`src/rtl/sweep_sequencer.sv`:
```
// sweep_sequencer: runs a cyclic staircase sweep between a start and a vertex code.
// Each point does a DAC task, an optional settle wait, then an ADC task, all through
// the shared task trigger (mode + trigger_task, answered by done_task).
module sweep_sequencer #(
    parameter int unsigned DW = 16,
    parameter int unsigned SW = 16,
    parameter int unsigned CW = 8
) (
    input  logic          clk,
    input  logic          rst,
    input  logic          start,
    input  logic          abort,
    input  logic [DW-1:0] cfg_v_start,
    input  logic [DW-1:0] cfg_v_vertex,
    input  logic [DW-1:0] cfg_step,
    input  logic [CW-1:0] cfg_cycles,
    input  logic [SW-1:0] cfg_settle,
    input  logic          done_task,
    output logic          mode,
    output logic          trigger_task,
    output logic [DW-1:0] dac_code,
    output logic          direction,
    output logic          sample_valid,
    output logic [15:0]   sample_index,
    output logic          busy,
    output logic          done,
    output logic          err,
    output logic          aborted
);

    typedef enum logic [3:0] {
        StIdle, StLoad, StDacTrig, StDacWait, StSettle,
        StAdcTrig, StAdcWait, StNext, StFinish
    } state_e;

    state_e        state_q;
    logic [DW-1:0] v_start_q;
    logic [DW-1:0] v_vertex_q;
    logic [DW-1:0] step_q;
    logic [CW-1:0] cycles_q;
    logic [SW-1:0] settle_q;
    logic [CW-1:0] cycle_cnt_q;
    logic [SW-1:0] settle_cnt_q;
    logic [15:0]   point_cnt_q;

    logic [DW:0]   rise_sum;
    logic [DW:0]   fall_lim;
    logic          rise_hit;
    logic          fall_hit;
    logic          cycles_done;

    // Next-point arithmetic, one bit wider so code+step and start+step cannot wrap.
    always_comb begin
        rise_sum    = {1'b0, dac_code} + {1'b0, step_q};
        fall_lim    = {1'b0, v_start_q} + {1'b0, step_q};
        rise_hit    = (rise_sum >= {1'b0, v_vertex_q});
        // Landing on (or below) start ends the falling leg; that start point is then
        // measured once and doubles as the first point of the next cycle.
        fall_hit    = ({1'b0, dac_code} <= fall_lim);
        cycles_done = (cycle_cnt_q == cycles_q);
    end

    // Sequencer FSM; all outputs are registered and set on entry to the state that owns them.
    always_ff @(posedge clk or posedge rst) begin
        if (rst) begin
            state_q      <= StIdle;
            v_start_q    <= '0;
            v_vertex_q   <= '0;
            step_q       <= '0;
            cycles_q     <= '0;
            settle_q     <= '0;
            cycle_cnt_q  <= '0;
            settle_cnt_q <= '0;
            point_cnt_q  <= '0;
            mode         <= 1'b0;
            trigger_task <= 1'b0;
            dac_code     <= '0;
            direction    <= 1'b0;
            sample_valid <= 1'b0;
            sample_index <= '0;
            busy         <= 1'b0;
            done         <= 1'b0;
            err          <= 1'b0;
            aborted      <= 1'b0;
        end else begin
            trigger_task <= 1'b0;
            sample_valid <= 1'b0;
            done         <= 1'b0;
            err          <= 1'b0;
            aborted      <= 1'b0;

            if (abort && state_q != StIdle) begin
                state_q <= StIdle;
                busy    <= 1'b0;
                aborted <= 1'b1;
            end else begin
                unique case (state_q)
                    StIdle: begin
                        if (start && !abort) begin
                            if (cfg_v_vertex <= cfg_v_start) begin
                                err <= 1'b1;
                            end else begin
                                state_q <= StLoad;
                                busy    <= 1'b1;
                            end
                        end
                    end
                    StLoad: begin
                        v_start_q    <= cfg_v_start;
                        v_vertex_q   <= cfg_v_vertex;
                        step_q       <= (cfg_step == '0) ? DW'(1) : cfg_step;
                        cycles_q     <= (cfg_cycles == '0) ? CW'(1) : cfg_cycles;
                        settle_q     <= cfg_settle;
                        dac_code     <= cfg_v_start;
                        direction    <= 1'b0;
                        cycle_cnt_q  <= '0;
                        point_cnt_q  <= '0;
                        sample_index <= '0;
                        mode         <= 1'b1;
                        trigger_task <= 1'b1;
                        state_q      <= StDacTrig;
                    end
                    StDacTrig: begin
                        state_q <= StDacWait;
                    end
                    StDacWait: begin
                        if (done_task) begin
                            if (settle_q != '0) begin
                                settle_cnt_q <= '0;
                                state_q      <= StSettle;
                            end else begin
                                mode         <= 1'b0;
                                trigger_task <= 1'b1;
                                state_q      <= StAdcTrig;
                            end
                        end
                    end
                    StSettle: begin
                        if (settle_cnt_q == settle_q - SW'(1)) begin
                            mode         <= 1'b0;
                            trigger_task <= 1'b1;
                            state_q      <= StAdcTrig;
                        end else begin
                            settle_cnt_q <= settle_cnt_q + SW'(1);
                        end
                    end
                    StAdcTrig: begin
                        state_q <= StAdcWait;
                    end
                    StAdcWait: begin
                        if (done_task) begin
                            sample_valid <= 1'b1;
                            sample_index <= point_cnt_q;
                            point_cnt_q  <= point_cnt_q + 16'd1;
                            state_q      <= StNext;
                        end
                    end
                    StNext: begin
                        // Rising with the last cycle counted means the final start point was just measured.
                        if (!direction && cycles_done) begin
                            done    <= 1'b1;
                            state_q <= StFinish;
                        end else begin
                            mode         <= 1'b1;
                            trigger_task <= 1'b1;
                            state_q      <= StDacTrig;
                            if (!direction) begin
                                if (rise_hit) begin
                                    dac_code  <= v_vertex_q;
                                    direction <= 1'b1;
                                end else begin
                                    dac_code <= rise_sum[DW-1:0];
                                end
                            end else if (fall_hit) begin
                                dac_code    <= v_start_q;
                                direction   <= 1'b0;
                                cycle_cnt_q <= cycle_cnt_q + CW'(1);
                            end else begin
                                dac_code <= dac_code - step_q;
                            end
                        end
                    end
                    StFinish: begin
                        state_q <= StIdle;
                        busy    <= 1'b0;
                    end
                    default: begin
                        state_q <= StIdle;
                        busy    <= 1'b0;
                    end
                endcase
            end
        end
    end

endmodule
```
`config.mk`:
```
export PLATFORM = sky130hd
export DESIGN_NAME = sweep_sequencer
export DESIGN_NICKNAME = d
export VERILOG_FILES = /design/src/rtl/sweep_sequencer.sv
export SDC_FILE = /design/constraint.sdc
export NUM_CORES = 1
export LEC_CHECK = 0
export ABC_AREA = 0
export ABC_CLOCK_PERIOD_IN_PS = 7400
export CAP_MARGIN = 20
export CORE_AREA = 5 5 147 149
export CTS_CLUSTER_DIAMETER = 120
export DETAILED_ROUTE_END_ITERATION = 7
export DIE_AREA = 0 0 152 154
export GPL_ROUTABILITY_DRIVEN = 0
export PLACE_DENSITY = 0.77
export SLEW_MARGIN = 10
export SYNTH_ARGS = -nofsm -noshare
export SYNTH_HDL_FRONTEND = slang
export SYNTH_SLANG_ARGS = --single-unit
```
`constraint.sdc`:
```
create_clock -name clk -period 7.4 [get_ports clk]
set_input_delay 1.48 -clock clk [delete_from_list [all_inputs] [get_ports clk]]
set_output_delay 1.48 -clock clk [all_outputs]
set_load 0.01 [all_outputs]
```
== After elaboration in Yosys (flattened, before gate mapping) ==
Cells that the tools add are included.

* Flip-flop bits (word level): 156
* Bits in latches: 0
* RAM bits: 0
* Bits in read-only memories: 0
* Output and inout port bits: 40
* Logic and storage cells: 136
* Memories: 0

* Add/subtract/negate cells: 7
* Multipliers: 0
* Div/mod/pow operators: 0
* Magnitude comparators: 3
* Equality and inequality tests: 24
* Shift operators: 0
* Mux-type cells: 59
* Bitwise operators: 1
* Reductions and logical operators: 23

{| class="wikitable"
|+ Operators with widths
! operator !! number
|-
| 2-to-1 mux 16 bit || 10
|-
| case mux 16 bit (2 select lines) || 4
|-
| adder 16 x 16 -> 17 bit || 2
|-
| adder 16 x 1 -> 16 bit, second input constant || 2
|-
| 2-to-1 mux 8 bit || 4
|-
| case mux 4 bit (8 select lines) || 1
|-
| 2-to-1 mux 1 bit || 28
|-
| 2-to-1 mux 4 bit || 7
|-
| inequality test 2 bit, second input constant || 9
|-
| greater-or-equal comparator 17 x 16 -> 1 bit || 1
|-
| less-or-equal comparator 16 x 17 -> 1 bit || 1
|-
| == test 16 bit || 1
|-
| == test 4 x 3 -> 1 bit, second input constant || 4
|-
| less-or-equal comparator 16 bit || 1
|-
| zero test 16 bit || 1
|-
| case mux 8 bit (2 select lines) || 1
|-
| nonzero test 16 bit || 1
|-
| subtractor 16 x 1 -> 16 bit, second input constant || 1
|-
| subtractor 16 bit || 1
|-
| inequality test 3 bit, second input constant || 5
|-
| AND reduction 5 bit || 3
|-
| AND reduction 3 bit || 3
|-
| adder 8 x 1 -> 8 bit, second input constant || 1
|-
| == test 4 x 2 -> 1 bit, second input constant || 2
|-
| other kinds (15) || 23
|}

== Logic depth before layout (Yosys ltp) ==
* Depth in word-level cells: 6
* Gate-level depth with buffers: 22

== Worst setup path after synthesis ==
No wires, ideal clock.

* Path type: register to register
* Start point: register step_q[0]
* End point: register cycle_cnt_q[7]
* Arrival time: 4.190 ns
* Data required time: 7.322 ns
* Path slack: 3.132 ns
* Cell stages (with the launch flop): 20
* Buffers on the path: 0
* Clock period less this slack: 4.268 ns
* Cells stage by stage: dfrtp_1 ha_1 fa_1 a211oi_1 nor2_1 o21ai_1 a311oi_1 o21ai_0 nand2b_1 a21oi_1 xnor2_1 ha_1 a2111oi_0 o221ai_1 o211ai_1 a31oi_1 nor3b_4 nand4_1 or3_1 a21oi_1

* Longest elaborated chain between the ends: 4

{| class="wikitable"
|+ Ends and longest elaborated chain
! item !! line !! text
|-
| start, declared || 39 || <nowiki>logic [DW-1:0] step_q;</nowiki>
|-
| start signal, assigned || 111 || <nowiki>step_q <= (cfg_step == '0) ? DW'(1) : cfg_step;</nowiki>
|-
| adder 16 x 16 -> 17 bit || 55 || <nowiki>fall_lim = {1'b0, v_start_q} + {1'b0, step_q};</nowiki>
|-
| less-or-equal comparator 16 x 17 -> 1 bit || 59 || <nowiki>fall_hit = ({1'b0, dac_code} <= fall_lim);</nowiki>
|-
| inequality test 2 bit (no source line) || n/a ||
|-
| AND reduction 5 bit (no source line) || n/a ||
|-
| end signal, assigned || 177 || <nowiki>cycle_cnt_q <= cycle_cnt_q + CW'(1);</nowiki>
|-
| end, declared || 42 || <nowiki>logic [CW-1:0] cycle_cnt_q;</nowiki>
|}

No other way between the ends.
A chain may end at the register's enable or synchronous reset.

== Worst setup path after layout ==
Ends and elaborated chain as after synthesis.

==> flow_summary.json <==
{
  "wirelength_mm": 28.87,
  "vdd_ir_drop_max_mv": 0.3432,
  "dpl.hpwl_mm": 20.95,
  "synth-seq-cells": 156,
  "clk_latency_ns": 0.44,
  "dominantRegCellSynth": "dfrtp_1",
  "track_usage": 0.2455,
  "r2r-start": "step_q[0]",
  "first_global_vias": 9457,
  "r2r_end": "cycle_cnt_q[7]",
  "worst-setup-path-type": "register to register",
  "slowest_stage": "a2111oi_0",
  "tightestPinTransition_ns": 0.9579,
  "numCtsBuffers": 17,
  "rsz0062_at_grt": "false",
  "core_um2": 20040,
  "maxCapViolations": 0,
  "dp_slack_ns": 2.205,
  "max-slew-margin-rel": 0.3590,
  "vias": 9551,
  "final_cell_mix": "nand2_1 (170), dfrtp_1 (156), clkdlybuf4s50_1 (116), o21ai_0 (106), ha_1 (99)",
  "maxSlewViolCount": 0,
  "crit_family": "compound AO/OA/AOI/OAI gates",
  "portBuffers": 116,
  "cts_max_level": 4,
  "fin_crit_sh": 0.7111,
  "required_ns": 7.76,
  "syn_nets": 1432,
  "dieArea_um2": 23410,
  "syn_to_final_growth_pct": 18.50,
  "final_antenna_net_count": 0,
  "holdPathStages": 2,
  "io_pins": 117,
  "leakage_uw": 0.005785,
  "syn-cell-area_um2": 10850,
  "rows": 52,
  "cts_setup_buffers": 0,
  "yosysWarnings": 0,
  "n_antenna_cell": 0,
  "synth_edf_count": 0,
  "start_util": 0.5415,
  "finClkSkew_ns": 0.01070,
  "postCtsHoldBufs": 0,
  "setup_tns_ns": 0,
  "hold_viol": 0,
  "worstPathArrival_ns": 5.62,
  "power.density_nw_per_um2": 528.8,
  "num-nets-final": 1522,
  "multi_input_area_um2": 6445,
  "cts_resized": 0,
  "postSynth.asyncResetShare": 1.000,
  "syn_avg_cell_area_um2": 8.660,
  "hold_end": "cycles_q[2]",
  "clkSinkCount": 156,
  "hold_class": "register to register",
  "cp_cell_sequence": "ha_1 -> fa_1 -> a211oi_1 -> nor2_1 -> o21ai_1 -> a311oi_1 -> o21ai_0 -> nand2b_1 -> a21oi_1 -> xnor2_1 -> ha_1 -> a2111oi_0 -> o221ai_1 -> o211ai_1 -> a31oi_2 -> buf_4 -> nor3b_4 -> nand4_1 -> or3_1 -> a21oi_1",
  "cts_tree": "built",
  "grt_pass1_wl_mm": 47.49,
  "root_buffer": "clkbuf_16",
  "n_fill_cell": 1703,
  "antenna_found_initial": 1,
  "synth_cell_type_count": 74,
  "ff2ff_path_depth": 20,
  "layout.area.seq_um2": 3904,
  "syn-instance-count": 1253,
  "setup_viol": 0,
  "dr.pass1.iters": 6,
  "status": "finished, final reports clean",
  "grt_max_degree": 103,
  "die_h_um": 154,
  "hp-start": "cycles_q[2]",
  "drc": 0,
  "path_buf_inv": 1,
  "cp_slowest_stage_delay_ns": 0.47,
  "final_layout_size_suffix_gt1_frac": 0.05973,
  "layout_commonest_cell": "nand2_1",
  "regToRegSetupSlack_ns": 2.14,
  "layout_setup_ws_ns": 2.138,
  "viasPerCell": 5.874,
  "wl_per_cell_um": 17.76,
  "cp-end-kind": "register",
  "worst_setup_path_start_kind": "register",
  "die_x_um": 152,
  "clk_pin_slew_ns": 0.08,
  "clock.fmax_mhz": 190.0,
  "fin_crit_ns": 5.262,
  "ys_seq_area_frac": 0.3598,
  "drt_iter0_drc": 774,
  "grt_overflow_total": 0,
  "clock_path_buffers": 2,
  "crit_fanout": 21
}
[kinds of logic (layout without fill, tap and decap cells)]
kind of cell,Yosys count,in the layout,share of synthesized area
and+or+nand+nor,449,449,0.2004
muxes,29,29,0.02837
buffers and inverters,136,239,0.04889
xor gates and xnor gates,91,91,0.07345
AOI/OAI and AO/OA,290,290,0.1694
DFF,156,156,0.3598
adders and majority gates,102,102,0.1197
[per-layer routing]
layer,global-route usage,wire [um]
met1,0.3210,12550
met2,0.4086,13700
met3,0.04694,1818
met4,0.08861,789
met5,0,11
[per-stage QoR]
stage	hold WS (ns)	area (um^2)	total power, uW	utilization	cells
6_report	0.4978	12860	6799	0.6416	1626
5_1_grt	0.5321	12860	7369	0.6416	1626
4_1_cts	0.5048	12840	6740	0.6406	1625
3_5_place_dp	0.4841	12220	5754	0.6098	1593
3_3_place_gp	0.4816	12220	5634	0.6098	1593
2_1_floorplan	0.4652	10850	4682	-	1253
[cell usage after synthesis, types with 4 or more instances]
master	instances	area [um^2]
o31ai_1	4	30.03
o211ai_1	6	45.04
and4_1	4	35.03
o31a_1	4	35.03
xnor2_1	56	490.5
nand2_1	171	641.9
nor4_1	10	62.56
o21a_1	13	97.59
nor2_1	94	352.8
a21oi_1	61	305.3
o21ai_0	106	530.5
nor2b_1	15	93.84
nand3_1	30	150.1
inv_1	82	307.8
a22o_1	17	148.9
dfrtp_1	156	3904
or2_2	4	25.02
or4_1	4	30.03
nand4_1	17	106.4
xor2_1	35	306.5
nor3_1	33	165.2
o211a_1	7	70.07
a211oi_1	7	52.55
nor3b_1	5	37.54
ha_1	99	1239
a31oi_1	11	68.82
or3_1	18	112.6
buf_2	7	35.03
mux2i_1	15	150.1
a22oi_1	5	37.54
a221oi_1	5	43.79
nand2b_1	11	68.82
mux2_2	14	157.7
a21o_1	9	67.56
nor3_2	4	40.04
and3_1	13	81.33
clkbuf_1	42	157.7
[tightest hold or removal path: cells and delay by family (launching register included)]
family	cells	cell delay [ns]
flops	1	0.36
simple gates	2	0.10
[worst max path at each step]
stage	startpoint	endpoint	slack, ns	cells past startpoint
after detailed placement	step_q[0]	cycle_cnt_q[7]	2.21	20
after floorplan	rst	aborted	1.71	1
final	step_q[0]	cycle_cnt_q[7]	2.14	20
after global placement	step_q[0]	cycle_cnt_q[7]	2.46	20
after CTS	step_q[0]	cycle_cnt_q[7]	2.18	20
after global routing	v_start_q[0]	cycle_cnt_q[7]	1.94	20
[power by group]
group	switching (uW)	internal [uW]
Clock	440	461
Sequential	369	1130
Combinational	2440	1960
Total	3250	3550
[flip-flops by register name (all words and copies together), names as in the netlist, 4 cells and up]
signal        cells
settle_q         16
dac_code         16
cycle_cnt_q       8
state_q           4
v_start_q        16
v_vertex_q       16
point_cnt_q      16
settle_cnt_q     16
cycles_q          8
step_q           16
sample_index     16
[area by class of cell]
| class | instances | share of cell area |
|---|---|---|
| Sequential cell | 156 | 0.3036 |
| Tap cell | 270 | 0.02627 |
| Timing Repair Buffer | 125 | 0.09654 |
| Multi-Input combinational cell | 961 | 0.5013 |
| Inverter | 82 | 0.02433 |
| Clock inverter | 15 | 0.01489 |
| Clock buffer | 17 | 0.03309 |
No activity file was read; power rests on OpenSTA's default activity.
==> variant 1, RTL diff (config.mk and constraints unchanged) <==
Re-encode `state_e` (9 states) as one-hot, 9 bits wide.
--- a/src/rtl/sweep_sequencer.sv
+++ b/src/rtl/sweep_sequencer.sv
@@ -28,9 +28,9 @@
     output logic          aborted
 );
 
-    typedef enum logic [3:0] {
-        StIdle, StLoad, StDacTrig, StDacWait, StSettle,
-        StAdcTrig, StAdcWait, StNext, StFinish
+    typedef enum logic [8:0] {
+        StIdle = 9'b000000001, StLoad = 9'b000000010, StDacTrig = 9'b000000100, StDacWait = 9'b000001000, StSettle = 9'b000010000,
+        StAdcTrig = 9'b000100000, StAdcWait = 9'b001000000, StNext = 9'b010000000, StFinish = 9'b100000000
     } state_e;
 
     state_e        state_q;
Behaviour: same outputs for any inputs over 4 cycles, from zero or initial values and one cycle with rst high; so few cycles prove little.
==> variant 1 against the unedited design <==
  * Wire length grew 5.9%
  * Core utilization grew 2.1 points
  * Worst setup slack gained 230 ps
  * Fmax grew 4.6%
  * Sequential cell count grew 5
  * Clock power grew 3.6%
  * Synthesized area grew 4.1%
  * Design area grew 3.2%
  * Highest routed layer is now met4
  * Critical path type unchanged
  * Cell count grew 4.3%
  * Total power grew 0.34%
==> variant 1: results (changes against the unedited design) <==
metric	value	unit	change
vias per std cell	5.903		was 5.874
Internal	3588	uW	was 3553 uW
Comb power frac	0.639		was 0.646
syn nets	1504		was 1,432
port bufs	116		unchanged
DRT met1 WL	13550	um	was 12,550 um
top sig layer	met4		was met5
worst r2r path cells	16		was 20
CP max-delay cell	a21o_1		was a2111oi_0
Pleak	0.005998	uW	was 0.005785 uW
routed length per instance	18.03	um	was 17.76 um
first-pass GRT wire length	49690	um	was 47,490 um
Psw	3234	uW	was 3246 uW
dominant cells by area after synthesis	dfrtp_1 35%, ha_1 11%, nand2_1 7.1%, o21ai_0 4.7%, xnor2_1 4.2%		was dfrtp_1 36%, ha_1 11%, nand2_1 5.9%, o21ai_0 4.9%, xnor2_1 4.5%
Place WS	2422	ps	was 2205 ps
status	finished clean		unchanged
Post-DP Area	0.01264	sq mm	was 0.01222 sq mm
ranking of synthesized cells by instance count	213 x nand2_1, 160 x dfrtp_1, 105 x o21ai_0		was 171 x nand2_1, 156 x dfrtp_1, 106 x o21ai_0
Total GRT Usage	0.2569		was 0.2455
vias post-DR	10010		was 9,551
worst-path maximum fanout	19		was 21
drt first-iter violations	840		was 774
VDD IR max	339.7	uV	was 343.2 uV
CP peak stage delay	690	ps	was 470 ps
wire length on met2	14160	um	was 13,700 um
Final nets	1592		was 1,522
fraction of layout cells with a size suffix above 1	0.05820		was 0.05973
Critical R2R Capture	dac_code[1]		was cycle_cnt_q[7]
post-placement cell count	1664		was 1,593
met2 Usage GRT	0.4122		was 0.4086
met1 usage	0.3501		was 0.3210
vias in the first global route	9731		was 9,457
sequential element share of the synthesized area	0.3567		was 0.3598
clock skew	18.70	ps	was 10.70 ps
pin count of the biggest net entering global routing	104		was 103
Worst-Margin Slew	1093	ps	was 957.9 ps
GR Layer Usage met3	0.05734		was 0.04694
antenna violations before repair	0		was 1
-- variant 1: cell count changes after synthesis, sizes merged, moves of 6 or more --
cell / before / now
o211a: 7 / 0
nand3: 30 / 37
or2: 4 / 10
a22o: 17 / 0
o31ai: 4 / 16
nor3: 37 / 49
o211ai: 6 / 12
o21ai: 110 / 120
mux2i: 15 / 26
nand2: 171 / 213
nor2: 94 / 73
-- variant 1: logic make-up (layout without fill, tap and decap cells) --
logic type / after synthesis / count (layout) / share of synthesized area
AO/OA/AOI/OAI: 295 / 295 / 0.1585
XOR/XNOR: 90 / 90 / 0.06977
adder cells (fa/ha/maj): 102 / 102 / 0.1150
buffers and inverters: 135 / 236 / 0.04607
flip-flops: 161 / 161 / 0.3567
multiplexers: 44 / 44 / 0.04131
AND/OR/NAND/NOR: 498 / 498 / 0.2126
-- variant 1: worst register-to-register path, cell delays in order, from the launching register on --
cell and delay, ps:
dfrtp_1 460, ha_1 430, nor2b_1 230, o21ai_1 120
a31o_2 260, a21oi_1 270, mux2_2 370, a2111oi_0 590
ha_1 210, nand2_1 60, nor3_1 220, o211ai_1 150
nand4b_1 200, a21o_1 690, mux2_2 420, mux2i_1 120
o21ai_0 90
-- variant 1: how the worst max path moves through the flow --
stage	slack, ps	to	cells after the start
2_1_floorplan	1570	aborted	1
3_3_place_gp	2590	dac_code[1]	16
3_5_place_dp	2420	dac_code[1]	16
4_1_cts	2440	dac_code[1]	16
5_1_grt	2000	dac_code[1]	16
6_report	2370	dac_code[1]	16
-- variant 1: cell type report --
cell class,count,area [sq um],share of cell area
Timing Repair Buffer,122,1206,0.09087
Clock inverter,15,205.2,0.01546
Sequential cell,161,4030,0.3036
Inverter,82,312.8,0.02356
Clock buffer,17,425.4,0.03205
Multi-Input combinational cell,1029,6756,0.5090
Tap cell,270,337.8,0.02545
==> variant 2, RTL diff (config.mk and constraints unchanged) <==
Made on the original files. Change the parameter `CW` from 8 to 4.
--- a/src/rtl/sweep_sequencer.sv
+++ b/src/rtl/sweep_sequencer.sv
@@ -4,7 +4,7 @@
 module sweep_sequencer #(
     parameter int unsigned DW = 16,
     parameter int unsigned SW = 16,
-    parameter int unsigned CW = 8
+    parameter int unsigned CW = 4
 ) (
     input  logic          clk,
     input  logic          rst,
Interface: changed (resized cfg_cycles); port bits go from 117 to 113. No check against the original RTL was run, so the function may have changed too.
==> variant 2 against the unedited design <==
  * Synthesized area increased by 0.68%
  * Non-clock buffer count shrank 5
  * Wire length increased by 9.4%
  * Total power is 1.2% higher
  * Cell count up 2.6%
  * Design area fell by 0.33%
  * Combinational power is 4% higher
  * Sequential cell count shrank 8
  * Hold slack got worse by 8.2 ps
  * Worst setup slack got worse by 320 ps
  * Critical path type unchanged
  * Highest routed layer unchanged
==> variant 2: results (changes against the unedited design) <==
metric	value	unit	change
status	finished clean		unchanged
pin count of the biggest net entering global routing	89		was 103
Post-DP Area	0.01219	sq mm	was 0.01222 sq mm
fillcell total	1769		was 1,703
FF-to-FF setup slack	1820	ps	was 2140 ps
syn nets	1484		was 1,432
Hold Crit Endpoint	sample_index[0]		was cycles_q[2]
clock skew	13.64	ps	was 10.70 ps
Pleak	0.005663	uW	was 0.005785 uW
Critical R2R Capture	dac_code[13]		was cycle_cnt_q[7]
routed length per instance	18.92	um	was 17.76 um
Final nets	1560		was 1,522
port bufs	112		was 116
dpl hpwl	23190	um	was 20,950 um
Place WS	1993	ps	was 2205 ps
reg2reg start	step_q[1]		was step_q[0]
ranking of synthesized cells by instance count	205 x nand2_1, 148 x dfrtp_1, 122 x o21ai_0		was 171 x nand2_1, 156 x dfrtp_1, 106 x o21ai_0
post-synth cell types	83		was 74
DRT Pass-1 Iters	8		was 6
sequential element share of the synthesized area	0.3390		was 0.3598
vias in the first global route	9693		was 9,457
VDD IR max	263.8	uV	was 343.2 uV
CP Data Arrival Time	5930	ps	was 5620 ps
CP peak stage delay	780	ps	was 470 ps
vias per std cell	6.013		was 5.874
worst-path maximum fanout	10		was 21
dominant cells by area after synthesis	dfrtp_1 34%, ha_1 11%, nand2_1 7.0%, o21ai_0 5.6%, xnor2_1 3.1%		was dfrtp_1 36%, ha_1 11%, nand2_1 5.9%, o21ai_0 4.9%, xnor2_1 4.5%
worst hold start	sample_index[0]		was cycles_q[2]
drt first-iter violations	843		was 774
CP max-delay cell	a31oi_1		was a2111oi_0
Worst-Margin Slew	1149	ps	was 957.9 ps
design area	0.01281	sq mm	was 0.01286 sq mm
Total GRT Usage	0.2641		was 0.2455
[variant 2: cell count changes in the layout (fill, tap and decap cells not counted), sizes merged, moves of 10 or more]
cell / delta
nand2: +34
xnor2: -17
a22o: -16
nor2: -17
o21ai: +15
nor4: +10
[variant 2: worst max path at each step]
| stage | startpoint | end | slack, ps | depth (start not counted) |
|---|---|---|---|---|
| finish | step_q[1] | dac_code[13] | 1820 | 16 |
| CTS | step_q[1] | dac_code[13] | 1900 | 16 |
| floorplan | rst | aborted | 1940 | 1 |
| global route | step_q[1] | dac_code[13] | 1460 | 16 |
| detailed placement | step_q[1] | dac_code[13] | 1990 | 16 |
| global placement | step_q[1] | dac_code[13] | 2210 | 16 |
[variant 2: cell type report]
type | instances | area share
clock buffer | 17 | 0.03320
tap | 270 | 0.02636
timing repair buffer | 120 | 0.09276
multi-input combinational | 1019 | 0.5206
antenna | 1 | 0.0001953
sequential | 148 | 0.2890
inverter | 79 | 0.02353
clock inverter | 15 | 0.01435
[variant 2: layer usage]
layer  up-vias  wire length (um)  global-route usage
met4         2              1105              0.1027
met1      4733             13240              0.3411
met2       426             14940              0.4390
met3        71              2282             0.05256
li1       4803                 -                   -
met5         -                13                   0
[variant 2: logic make-up (layout without fill, tap and decap cells)]
kind of cell               after synthesis  after routing  share of synthesized area
AOI/OAI and AO/OA                      326            326                     0.1904
xor gates and xnor gates                72             72                    0.05773
adders and majority gates              102            102                     0.1189
buffers and inverters                  142            231                    0.05142
DFF                                    148            148                     0.3390
muxes                                   23             23                    0.02188
other                                    0              1                          0
and+or+nand+nor                        496            496                     0.2207
[variant 2: through the flow]
step           cells  power, uW  hold WS (ps)
6_report        1669       6880         489.6
5_1_grt         1668       7427         527.9
4_1_cts         1667       6797         493.6
3_5_place_dp    1635       5830         476.4
3_3_place_gp    1635       5714         467.9
2_1_floorplan   1309       4660         458.3
[variant 2: worst min-delay path, delay by kind of cell, from the launching register on]
family | cells | cell delay (ps)
AND/OR/NAND/NOR | 1 | 50
AO/OA/AOI/OAI | 1 | 60
flip-flops | 1 | 350
[variant 2: power breakdown]
part	internal, uW	switching (uW)	total (uW)	leakage (uW)
clock network	459	431	891	0.000291
registers	1060	336	1400	0.00190
logic	1880	2710	4590	0.00347
total	3400	3480	6880	0.00566
